File: src/rtl/ctrl_pipe.sv
`default_nettype none
// ============================================================================
// Module : ctrl_pipe
// Parametrised control-word pipeline with per-stage valid, stall, flush,
// bubble insertion, occupancy count and saturating retire counter.
// Rev    : 1.0  initial release
// ============================================================================
module ctrl_pipe #(
    parameter int             W      = 11,
    parameter int             STAGES = 3,
    parameter logic [W-1:0]   BUBBLE = '0,
    parameter int             CW     = 32,
    localparam int            OW     = $clog2(STAGES + 1)
) (
    input  logic                  clk,
    input  logic                  reset,
    input  logic [W-1:0]          ctrl_in,
    input  logic                  valid_in,
    output logic                  in_ready,
    input  logic [STAGES-1:0]     stall,
    input  logic [STAGES-1:0]     flush,
    output logic [STAGES*W-1:0]   ctrl_q,
    output logic [STAGES-1:0]     valid_q,
    output logic [OW-1:0]         occupancy,
    output logic [CW-1:0]         retire_cnt
);

    logic [W-1:0]      word  [STAGES];
    logic              vld   [STAGES];
    logic [STAGES-1:0] hold;

    // A stage is frozen whenever it or any stage downstream of it stalls.
    generate
        for (genvar i = 0; i < STAGES; i++) begin : g_hold
            assign hold[i] = |stall[STAGES-1:i];
        end
    endgenerate

    assign in_ready = ~hold[0];

    generate
        for (genvar i = 0; i < STAGES; i++) begin : g_stage
            if (i == 0) begin : g_head
                always_ff @(posedge clk or posedge reset) begin
                    if (reset) begin
                        word[i] <= BUBBLE;
                        vld[i]  <= 1'b0;
                    end else if (flush[i]) begin
                        word[i] <= BUBBLE;
                        vld[i]  <= 1'b0;
                    end else if (!hold[i]) begin
                        word[i] <= ctrl_in;
                        vld[i]  <= valid_in;
                    end
                end
            end else begin : g_body
                // Upstream frozen while this stage drains: insert a bubble.
                always_ff @(posedge clk or posedge reset) begin
                    if (reset) begin
                        word[i] <= BUBBLE;
                        vld[i]  <= 1'b0;
                    end else if (flush[i]) begin
                        word[i] <= BUBBLE;
                        vld[i]  <= 1'b0;
                    end else if (!hold[i]) begin
                        if (stall[i-1]) begin
                            word[i] <= BUBBLE;
                            vld[i]  <= 1'b0;
                        end else begin
                            word[i] <= word[i-1];
                            vld[i]  <= vld[i-1];
                        end
                    end
                end
            end

            assign ctrl_q[i*W +: W] = word[i];
            assign valid_q[i]       = vld[i];
        end
    endgenerate

    always_comb begin
        occupancy = '0;
        for (int i = 0; i < STAGES; i++) begin
            occupancy = occupancy + OW'(vld[i]);
        end
    end

    // A word leaving the last stage counts even if that stage is flushed.
    always_ff @(posedge clk or posedge reset) begin
        if (reset) begin
            retire_cnt <= '0;
        end else if (vld[STAGES-1] && !stall[STAGES-1] && (retire_cnt != {CW{1'b1}})) begin
            retire_cnt <= retire_cnt + CW'(1);
        end
    end

endmodule
`default_nettype wire
File: config.mk
export PLATFORM = sky130hd
export DESIGN_NAME = ctrl_pipe
export DESIGN_NICKNAME = d
export VERILOG_FILES = /design/src/rtl/ctrl_pipe.sv
export SDC_FILE = /design/constraint.sdc
export NUM_CORES = 1
export LEC_CHECK = 0
export ABC_CLOCK_PERIOD_IN_PS = 4400
export CORE_MARGIN = 4
export CORE_UTILIZATION = 25
export CTS_CLUSTER_DIAMETER = 150
export DETAILED_ROUTE_END_ITERATION = 6
export PLACE_DENSITY_LB_ADDON = 0.12
export RECOVER_POWER = 25
export SLEW_MARGIN = 10
export SYNTH_ARGS = -nofsm -noshare
export SYNTH_HDL_FRONTEND = slang
export SYNTH_SLANG_ARGS = --single-unit
File: constraint.sdc
create_clock -name clk -period 4.4 [get_ports clk]
set_input_delay 0.88 -clock clk [delete_from_list [all_inputs] [get_ports clk]]
set_output_delay 0.88 -clock clk [all_outputs]
set_load 0.05 [all_outputs]
==> results of run 1 <==
## power breakdown
group | total [mW] | internal, mW | switching, mW
combinational | 0.0802 | 0.0287 | 0.0515
clock | 0.701 | 0.435 | 0.267
sequential | 0.634 | 0.630 | 0.00403
total | 1.42 | 1.09 | 0.322
## cell families after synthesis
group                    share of synthesized area
AND/OR/NAND/NOR                              0.205
adder cells (fa/ha/maj)                     0.0107
buffers and inverters                       0.0293
XOR/XNOR                                    0.0867
flip-flops                                   0.561
multiplexers                               0.00495
AO/OA/AOI/OAI                                0.102
## routing by layer
| layer | global-route usage | up-vias | share of wire |
|---|---|---|---|
| met2 | 0.185 | 65 | 0.48 |
| met1 | 0.142 | 1100 | 0.44 |
| li1 | - | 1178 | - |
| met3 | 0.0457 | 7 | 0.073 |
| met5 | 0 | - | 0 |
| met4 | 0.0374 | 0 | 0.0093 |
## flip-flops by register name, indices dropped and copies added, names as in the netlist
register / count
retire_cnt: 32
valid_q: 3
ctrl_q: 33
## stage by stage
| step | utilization | hold slack, ns | area [um2] |
|---|---|---|---|
| after detailed placement | 0.350 | 0.486 | 4090 |
| after floorplan | - | 0.759 | 3030 |
| final | 0.375 | 0.488 | 4370 |
| after global placement | 0.350 | 0.485 | 4090 |
| after CTS | 0.375 | 0.497 | 4380 |
| after global routing | 0.375 | 0.518 | 4370 |
## final cells by class
cell class                      count  area share
Sequential cell                    68       0.389
Multi-Input combinational cell    195       0.284
Timing Repair Buffer               94       0.214
Clock buffer                        9      0.0515
Tap cell                          143      0.0409
Clock inverter                      7      0.0155
Inverter                            6     0.00515
## worst paths after layout
| path | slack (ns) | endpoint | from | cells after the start |
|---|---|---|---|---|
| max | 1.02 | in_ready | stall[1] | 4 |
| min | 0.49 | retire_cnt[29]$_DFFE_PP0P_ | retire_cnt[29]$_DFFE_PP0P_ | 1 |
| max reg2reg | 2.09 | retire_cnt[1]$_DFFE_PP0P_ | retire_cnt[15]$_DFFE_PP0P_ | 5 |
| min reg2reg | 0.49 | retire_cnt[29]$_DFFE_PP0P_ | retire_cnt[29]$_DFFE_PP0P_ | 1 |
| max in group asynchronous | 1.56 | ctrl_q[22]$_DFFE_PP0P_ | reset | 3 |
| min in group asynchronous | 1.40 | retire_cnt[11]$_DFFE_PP0P_ | reset | 2 |
## worst max-delay path: cells and delay by family
| family | cells | cell delay (ns) |
|---|---|---|
| simple gates | 1 | 0.47 |
| buf+inv | 3 | 1.14 |
## synth_stat cells
cell type                   number
sky130_fd_sc_hd__xnor2_1        21
sky130_fd_sc_hd__o41a_1          1
sky130_fd_sc_hd__nand2_4         1
sky130_fd_sc_hd__and3_1          5
sky130_fd_sc_hd__nand3_2         1
sky130_fd_sc_hd__o211ai_1        1
sky130_fd_sc_hd__mux2_4          1
sky130_fd_sc_hd__and2_1          1
sky130_fd_sc_hd__nor2b_1         2
sky130_fd_sc_hd__a2111oi_0       2
sky130_fd_sc_hd__a22o_1         12
sky130_fd_sc_hd__o2111ai_2       1
sky130_fd_sc_hd__and4_1          4
sky130_fd_sc_hd__nand2_1        32
sky130_fd_sc_hd__buf_6           1
sky130_fd_sc_hd__a31oi_1         1
sky130_fd_sc_hd__xor2_1          9
sky130_fd_sc_hd__nand4_2         2
sky130_fd_sc_hd__nand4_1        10
sky130_fd_sc_hd__or3_1           4
sky130_fd_sc_hd__dfrtp_1        68
sky130_fd_sc_hd__nor3_2          1
sky130_fd_sc_hd__nor2_1         25
sky130_fd_sc_hd__nand2b_1        1
sky130_fd_sc_hd__clkbuf_1       12
sky130_fd_sc_hd__a21oi_1        23
sky130_fd_sc_hd__o2111ai_1       2
sky130_fd_sc_hd__buf_2           2
sky130_fd_sc_hd__or2_2           1
sky130_fd_sc_hd__or4_1           2
sky130_fd_sc_hd__inv_1           6
sky130_fd_sc_hd__nor3b_1        10
sky130_fd_sc_hd__a22oi_1         2
sky130_fd_sc_hd__fa_1            1
sky130_fd_sc_hd__ha_1            1
sky130_fd_sc_hd__nor3_1          4
sky130_fd_sc_hd__nand3_1        11
==> flow_summary_export.csv, run 1 <==
group,metric,value,unit
run_status,status,"finished, final reports clean",
detailed_routing,vias_per_cell,4.50,
final_layout,multi_input_comb_area,1240,um2
setup_path,cp_slowest_stage_delay,0.63,ns
setup_path,worst_path_max_delay_cell,"sky130_fd_sc_hd__clkdlybuf4s50_1",
synthesis,mappedNetlistNets,306,
power_and_ir_drop,peakVddDrop,0.154,mV
synthesis,synth-warning-count,0,
timing,slew_headroom,0.0735,
worst_hold_path,min_path_type,"reg -> reg",
final_layout,flow.area_growth_from_synthesis,44.2,%
clock_network,cts_hold_buffers,0,
clock_network,cts_tree,"built",
final_layout,commonest_cells_after_routing_fill_and_taps_aside,"sky130_fd_sc_hd__clkdlybuf4s50_1, sky130_fd_sc_hd__dfrtp_1, sky130_fd_sc_hd__nand2_1, sky130_fd_sc_hd__nor2_1, sky130_fd_sc_hd__a21oi_1",
final_layout,antenna_cells,0,
timing,final.min_clock_period,3.38,ns
floorplan,placeableCoreArea,11700,um2
timing,achievable-frequency,296,MHz
global_routing,vias_in_the_first_global_route,2532,
global_routing,overall_track_demand_over_capacity_in_global_routing,0.115,
synthesis,synthesized_cell_area,3030,um2
clock_network,clkLatencyLatePin,0.33,ns
clock_network,cts.repair_timing.setup_buffer_count,0,
clock_network,cts_buffers,9,
setup_path,critical_path.cell_chain,"clkdlybuf4s50_1 -> or3_1 -> inv_1 -> buf_12",
placed_design,port-buffer-count,90,
timing,rsz0062_at_grt,"no",
timing,timing.final.hold_violations,0,
final_layout,filler_free_cell_count_of_the_finished_design,522,
final_layout,register_area,1700,um2
floorplan,placementRows,39,
synthesis,synth.ff_latch_count,68,
final_layout,layout_cells_sized_above_1,0.0739,
flow_run,max-cap-violations,0,
setup_path,critPathRequiredTime,3.52,ns
timing,period_share,0.769,
setup_path,worstPathMaxFanout,13,
placed_design,dp_slack,1.00,ns
setup_path,end_kind,"output port",
final_layout,fillerInstances,1193,
setup_path,timing.setup.critical_path_class,"in -> out",
global_routing,grt_remaining_overflow,0,
detailed_routing,dr.pass1.iters,4,
clock_network,cts_max_path_buffers,2,
final_layout,num-nets-final,396,
synthesis,synth_top_cell_area_share,0.561,
synthesis,synth.avg_cell_area,10.7,um2
global_routing,pin_count_of_the_biggest_net_entering_global_routing,37,
synthesis,instance_count_of_the_mapped_netlist,284,
clock_network,cts_num_sinks,68,
timing,slew_violations,0,
clock_network,clock_root_cell,"sky130_fd_sc_hd__clkbuf_16",
detailed_routing,postRouteWirelength,7670,um
floorplan,starting_density,0.260,
detailed_routing,vias_after_detailed_routing,2350,
floorplan,fp.dieArea,14000,um2
floorplan,die_x,118,um
setup_path,crit_arrival,2.50,ns
placed_design,dpl.hpwl,5700,um
floorplan,die_y,118,um
power_and_ir_drop,totalPowerFinal,1.42,mW
timing,tightestPinTransition,1.39,ns
placed_design,dp_cells,506,
floorplan,pin_count,91,
power_and_ir_drop,power_leakage,1.83,nW
synthesis,synthDistinctLibCells,37,
power_and_ir_drop,power_per_cell_area,324,nW/um2
detailed_routing,drcViolationCount,0,
clock_network,ctsResizeCount,0,
timing,finalSetupTns,0,ns
detailed_routing,detail-route-antenna-nets,0,
final_layout,mostFrequentLayoutCell,"sky130_fd_sc_hd__clkdlybuf4s50_1",
synthesis,yosys.area.top_type,"sky130_fd_sc_hd__dfrtp_1",
detailed_routing,drt_first_iter_violations,51,
synthesis,synth_top_cells_by_area,"sky130_fd_sc_hd__dfrtp_1, sky130_fd_sc_hd__xnor2_1, sky130_fd_sc_hd__nand2_1, sky130_fd_sc_hd__a21oi_1, sky130_fd_sc_hd__a22o_1",
placed_design,gp_congestion,0.728,
global_routing,grt_antenna_before_repair,0,
clock_network,cts.htree.levels,3,
detailed_routing,wire_per_inst,14.7,um
timing,final_critical_path_setup_slack,1.02,ns
timing,timing.clock.skew,0.00597,ns
global_routing,grt_first_pass_wirelength,13100,um
timing,setup-violations-final,0,
setup_path,critPathLaunchType,"primary input",
clock_network,clk_pin_slew_worst_paths,0.06,ns
synthesis,synth_seq_area_share,0.561,
Note: power is estimated with default switching activity, not from simulation.
==> run 2: changes to the inputs <==
--- a/config.mk
+++ b/config.mk
@@ -5,7 +5,7 @@
 export SDC_FILE = /design/constraint.sdc
 export NUM_CORES = 1
 export LEC_CHECK = 0
-export ABC_CLOCK_PERIOD_IN_PS = 4400
+export ABC_CLOCK_PERIOD_IN_PS = 2900
 export CORE_MARGIN = 4
 export CORE_UTILIZATION = 25
 export CTS_CLUSTER_DIAMETER = 150
==> constraint.sdc (replaced) <==
create_clock -name clk -period 2.9 [get_ports clk]
set_input_delay 0.58 -clock clk [delete_from_list [all_inputs] [get_ports clk]]
set_output_delay 0.58 -clock clk [all_outputs]
set_load 0.05 [all_outputs]
==> run 2 against run 1 <==
Against the previous run: global-route usage increased by 0.40 points; cell count increased by 0.77%; first-iteration DRC count increased by 69%; largest cell class unchanged; highest routed layer unchanged; cell area increased by 0.89%; combinational power increased by 57%; clock-buffer cell count increased by 1; sequential power increased by 52%.
==> flow_summary_export.csv, run 2 (synthesis gave the netlist of run 1 again) <==
group,metric,value,unit
run_status,status,"finished, final reports clean",
timing,period_share,0.921,
clock_network,clk_pin_slew_worst_paths,0.06,ns
clock_network,cts_max_path_buffers,2,
final_layout,flow.area_growth_from_synthesis,45.5,%
detailed_routing,drcViolationCount,0,
final_layout,post-route-cell-area,4410,um2
floorplan,pin_count,91,
floorplan,placementRows,39,
floorplan,fp.dieArea,14000,um2
placed_design,gp_congestion,0.708,
floorplan,starting_density,0.260,
detailed_routing,dr.pass1.iters,4,
setup_path,worstPathMaxFanout,4,
flow_run,max-cap-violations,0,
setup_path,crit_arrival,2.09,ns
clock_network,cts.repair_timing.setup_buffer_count,0,
detailed_routing,wire_per_inst,15.1,um
timing,timing.final.hold_violations,0,
clock_network,cts_num_sinks,68,
timing,tightestPinTransition,1.25,ns
timing,final.min_clock_period,2.67,ns
global_routing,overall_track_demand_over_capacity_in_global_routing,0.119,
placed_design,dp_slack,0.481,ns
setup_path,worst_r2r_path_depth,5,
clock_network,clkLatencyLatePin,0.32,ns
timing,slew_violations,0,
power_and_ir_drop,power.share.switching,0.229,
global_routing,grt_antenna_before_repair,0,
power_and_ir_drop,totalPowerFinal,2.19,mW
clock_network,cts_buffers,9,
setup_path,r2r_setup_slack,0.59,ns
timing,timing.clock.skew,0.00941,ns
final_layout,layout_cells_sized_above_1,0.0809,
detailed_routing,detail-route-antenna-nets,0,
global_routing,pin_count_of_the_biggest_net_entering_global_routing,37,
setup_path,worst_path_max_delay_cell,"sky130_fd_sc_hd__clkdlybuf4s50_1",
setup_path,critPathRequiredTime,2.32,ns
power_and_ir_drop,clock_power_share,0.504,
final_layout,antenna_cells,0,
setup_path,critical_path.reg2reg.startpoint,"retire_cnt[25]$_DFFE_PP0P_",
final_layout,commonest_cells_after_routing_fill_and_taps_aside,"sky130_fd_sc_hd__clkdlybuf4s50_1, sky130_fd_sc_hd__dfrtp_1, sky130_fd_sc_hd__nand2_1, sky130_fd_sc_hd__nor2_1, sky130_fd_sc_hd__a21oi_1",
power_and_ir_drop,p_switching,0.503,mW
power_and_ir_drop,peakVddDrop,0.263,mV
global_routing,grt_first_pass_wirelength,13600,um
power_and_ir_drop,internal_power,1.69,mW
timing,achievable-frequency,375,MHz
detailed_routing,drt_first_iter_violations,86,
final_layout,fillerInstances,1191,
setup_path,critPathLaunchType,"register",
setup_path,critical_path.reg2reg.endpoint,"retire_cnt[1]$_DFFE_PP0P_",
floorplan,die_x,118,um
power_and_ir_drop,power_per_cell_area,497,nW/um2
global_routing,grt_remaining_overflow,0,
placed_design,dpl_cell_area,4130,um2
timing,rsz0062_at_grt,"no",
placed_design,dpl.hpwl,5960,um
worst_hold_path,hold-path-cell-count,1,
power_and_ir_drop,power_leakage,1.86,nW
timing,slew_headroom,0.163,
timing,finalSetupTns,0,ns
setup_path,critical_path.cell_chain,"fa_1 -> clkdlybuf4s50_1",
detailed_routing,vias_per_cell,4.57,
floorplan,die_y,118,um
final_layout,num-nets-final,400,
clock_network,cts.htree.levels,3,
clock_network,ctsResizeCount,0,
final_layout,largest_register_ffs,33,
power_and_ir_drop,power.share.combinational,0.058,
timing,final_critical_path_setup_slack,0.230,ns
detailed_routing,vias_after_detailed_routing,2405,
worst_hold_path,min_to,"retire_cnt[29]$_DFFE_PP0P_",
worst_hold_path,min_from,"retire_cnt[29]$_DFFE_PP0P_",
setup_path,end_kind,"output port",
setup_path,cp_slowest_stage_delay,0.79,ns
clock_network,clock_root_cell,"sky130_fd_sc_hd__clkbuf_16",
clock_network,cts_hold_buffers,0,
timing,setup-violations-final,0,
global_routing,vias_in_the_first_global_route,2652,
detailed_routing,postRouteWirelength,7960,um
final_layout,mostFrequentLayoutCell,"sky130_fd_sc_hd__clkdlybuf4s50_1",
clock_network,cts_tree,"built",
placed_design,port-buffer-count,90,
worst_hold_path,min_path_type,"reg -> reg",
floorplan,placeableCoreArea,11700,um2
setup_path,timing.setup.critical_path_class,"reg -> out",
timing,hold_ws,0.494,ns
power_and_ir_drop,p_seq_frac,0.439,
run 2: cell types whose count changed in the layout (fill, tap and decap cells not counted), sizes merged:
cell      before  now
buf            3    6
clkbuf        11   13
clkinvlp       3    2
run 2: worst max path at each step:
stage,end,depth (start not counted),from
after floorplan,in_ready,5,stall[2]
after global placement,in_ready,4,stall[2]
after detailed placement,retire_cnt[22]$_DFFE_PP0P_,6,stall[2]
after CTS,occupancy[0],2,valid_q[0]$_DFFE_PP0P_
after global routing,ctrl_q[24]$_DFFE_PP0P_,3,reset
final,occupancy[0],2,valid_q[0]$_DFFE_PP0P_
run 2: power groups by stage:
stage          Clock [mW]  Sequential [mW]  Combinational, mW
4_1_cts              1.14            0.962              0.135
5_1_grt              1.18            0.963              0.139
2_1_floorplan           0             1.00             0.0453
3_3_place_gp            0            0.979              0.134
3_5_place_dp            0            0.979              0.134
6_report             1.10            0.962              0.126
run 2: cell type report:
| type | count | area, um2 | share of cell area |
|---|---|---|---|
| clock inverter | 6 | 63.8 | 0.0145 |
| inverter | 6 | 22.5 | 0.00511 |
| sequential | 68 | 1700 | 0.386 |
| clock buffer | 10 | 239 | 0.0542 |
| timing repair buffer | 98 | 963 | 0.218 |
| tap | 143 | 179 | 0.0406 |
| multi-input combinational | 195 | 1240 | 0.281 |
run 2: routing by layer:
layer,up-vias,share of wire,GRT usage
met5,-,0,0
met4,0,0.0098,0.0337
met3,8,0.082,0.0519
met2,78,0.48,0.204
met1,1137,0.43,0.135
li1,1182,-,-
run 2: worst max-delay path, delay by kind of cell (launching register included):
family | cells | cell delay [ns]
adder cells (fa/ha/maj) | 1 | 0.54
buffers and inverters | 1 | 0.79
flip-flops | 1 | 0.43
run 2: stage by stage:
| stage | util | cells |
|---|---|---|
| floorplan | - | 284 |
| global placement | 0.354 | 510 |
| detailed placement | 0.354 | 510 |
| CTS | 0.380 | 526 |
| global route | 0.378 | 526 |
| finish | 0.378 | 526 |
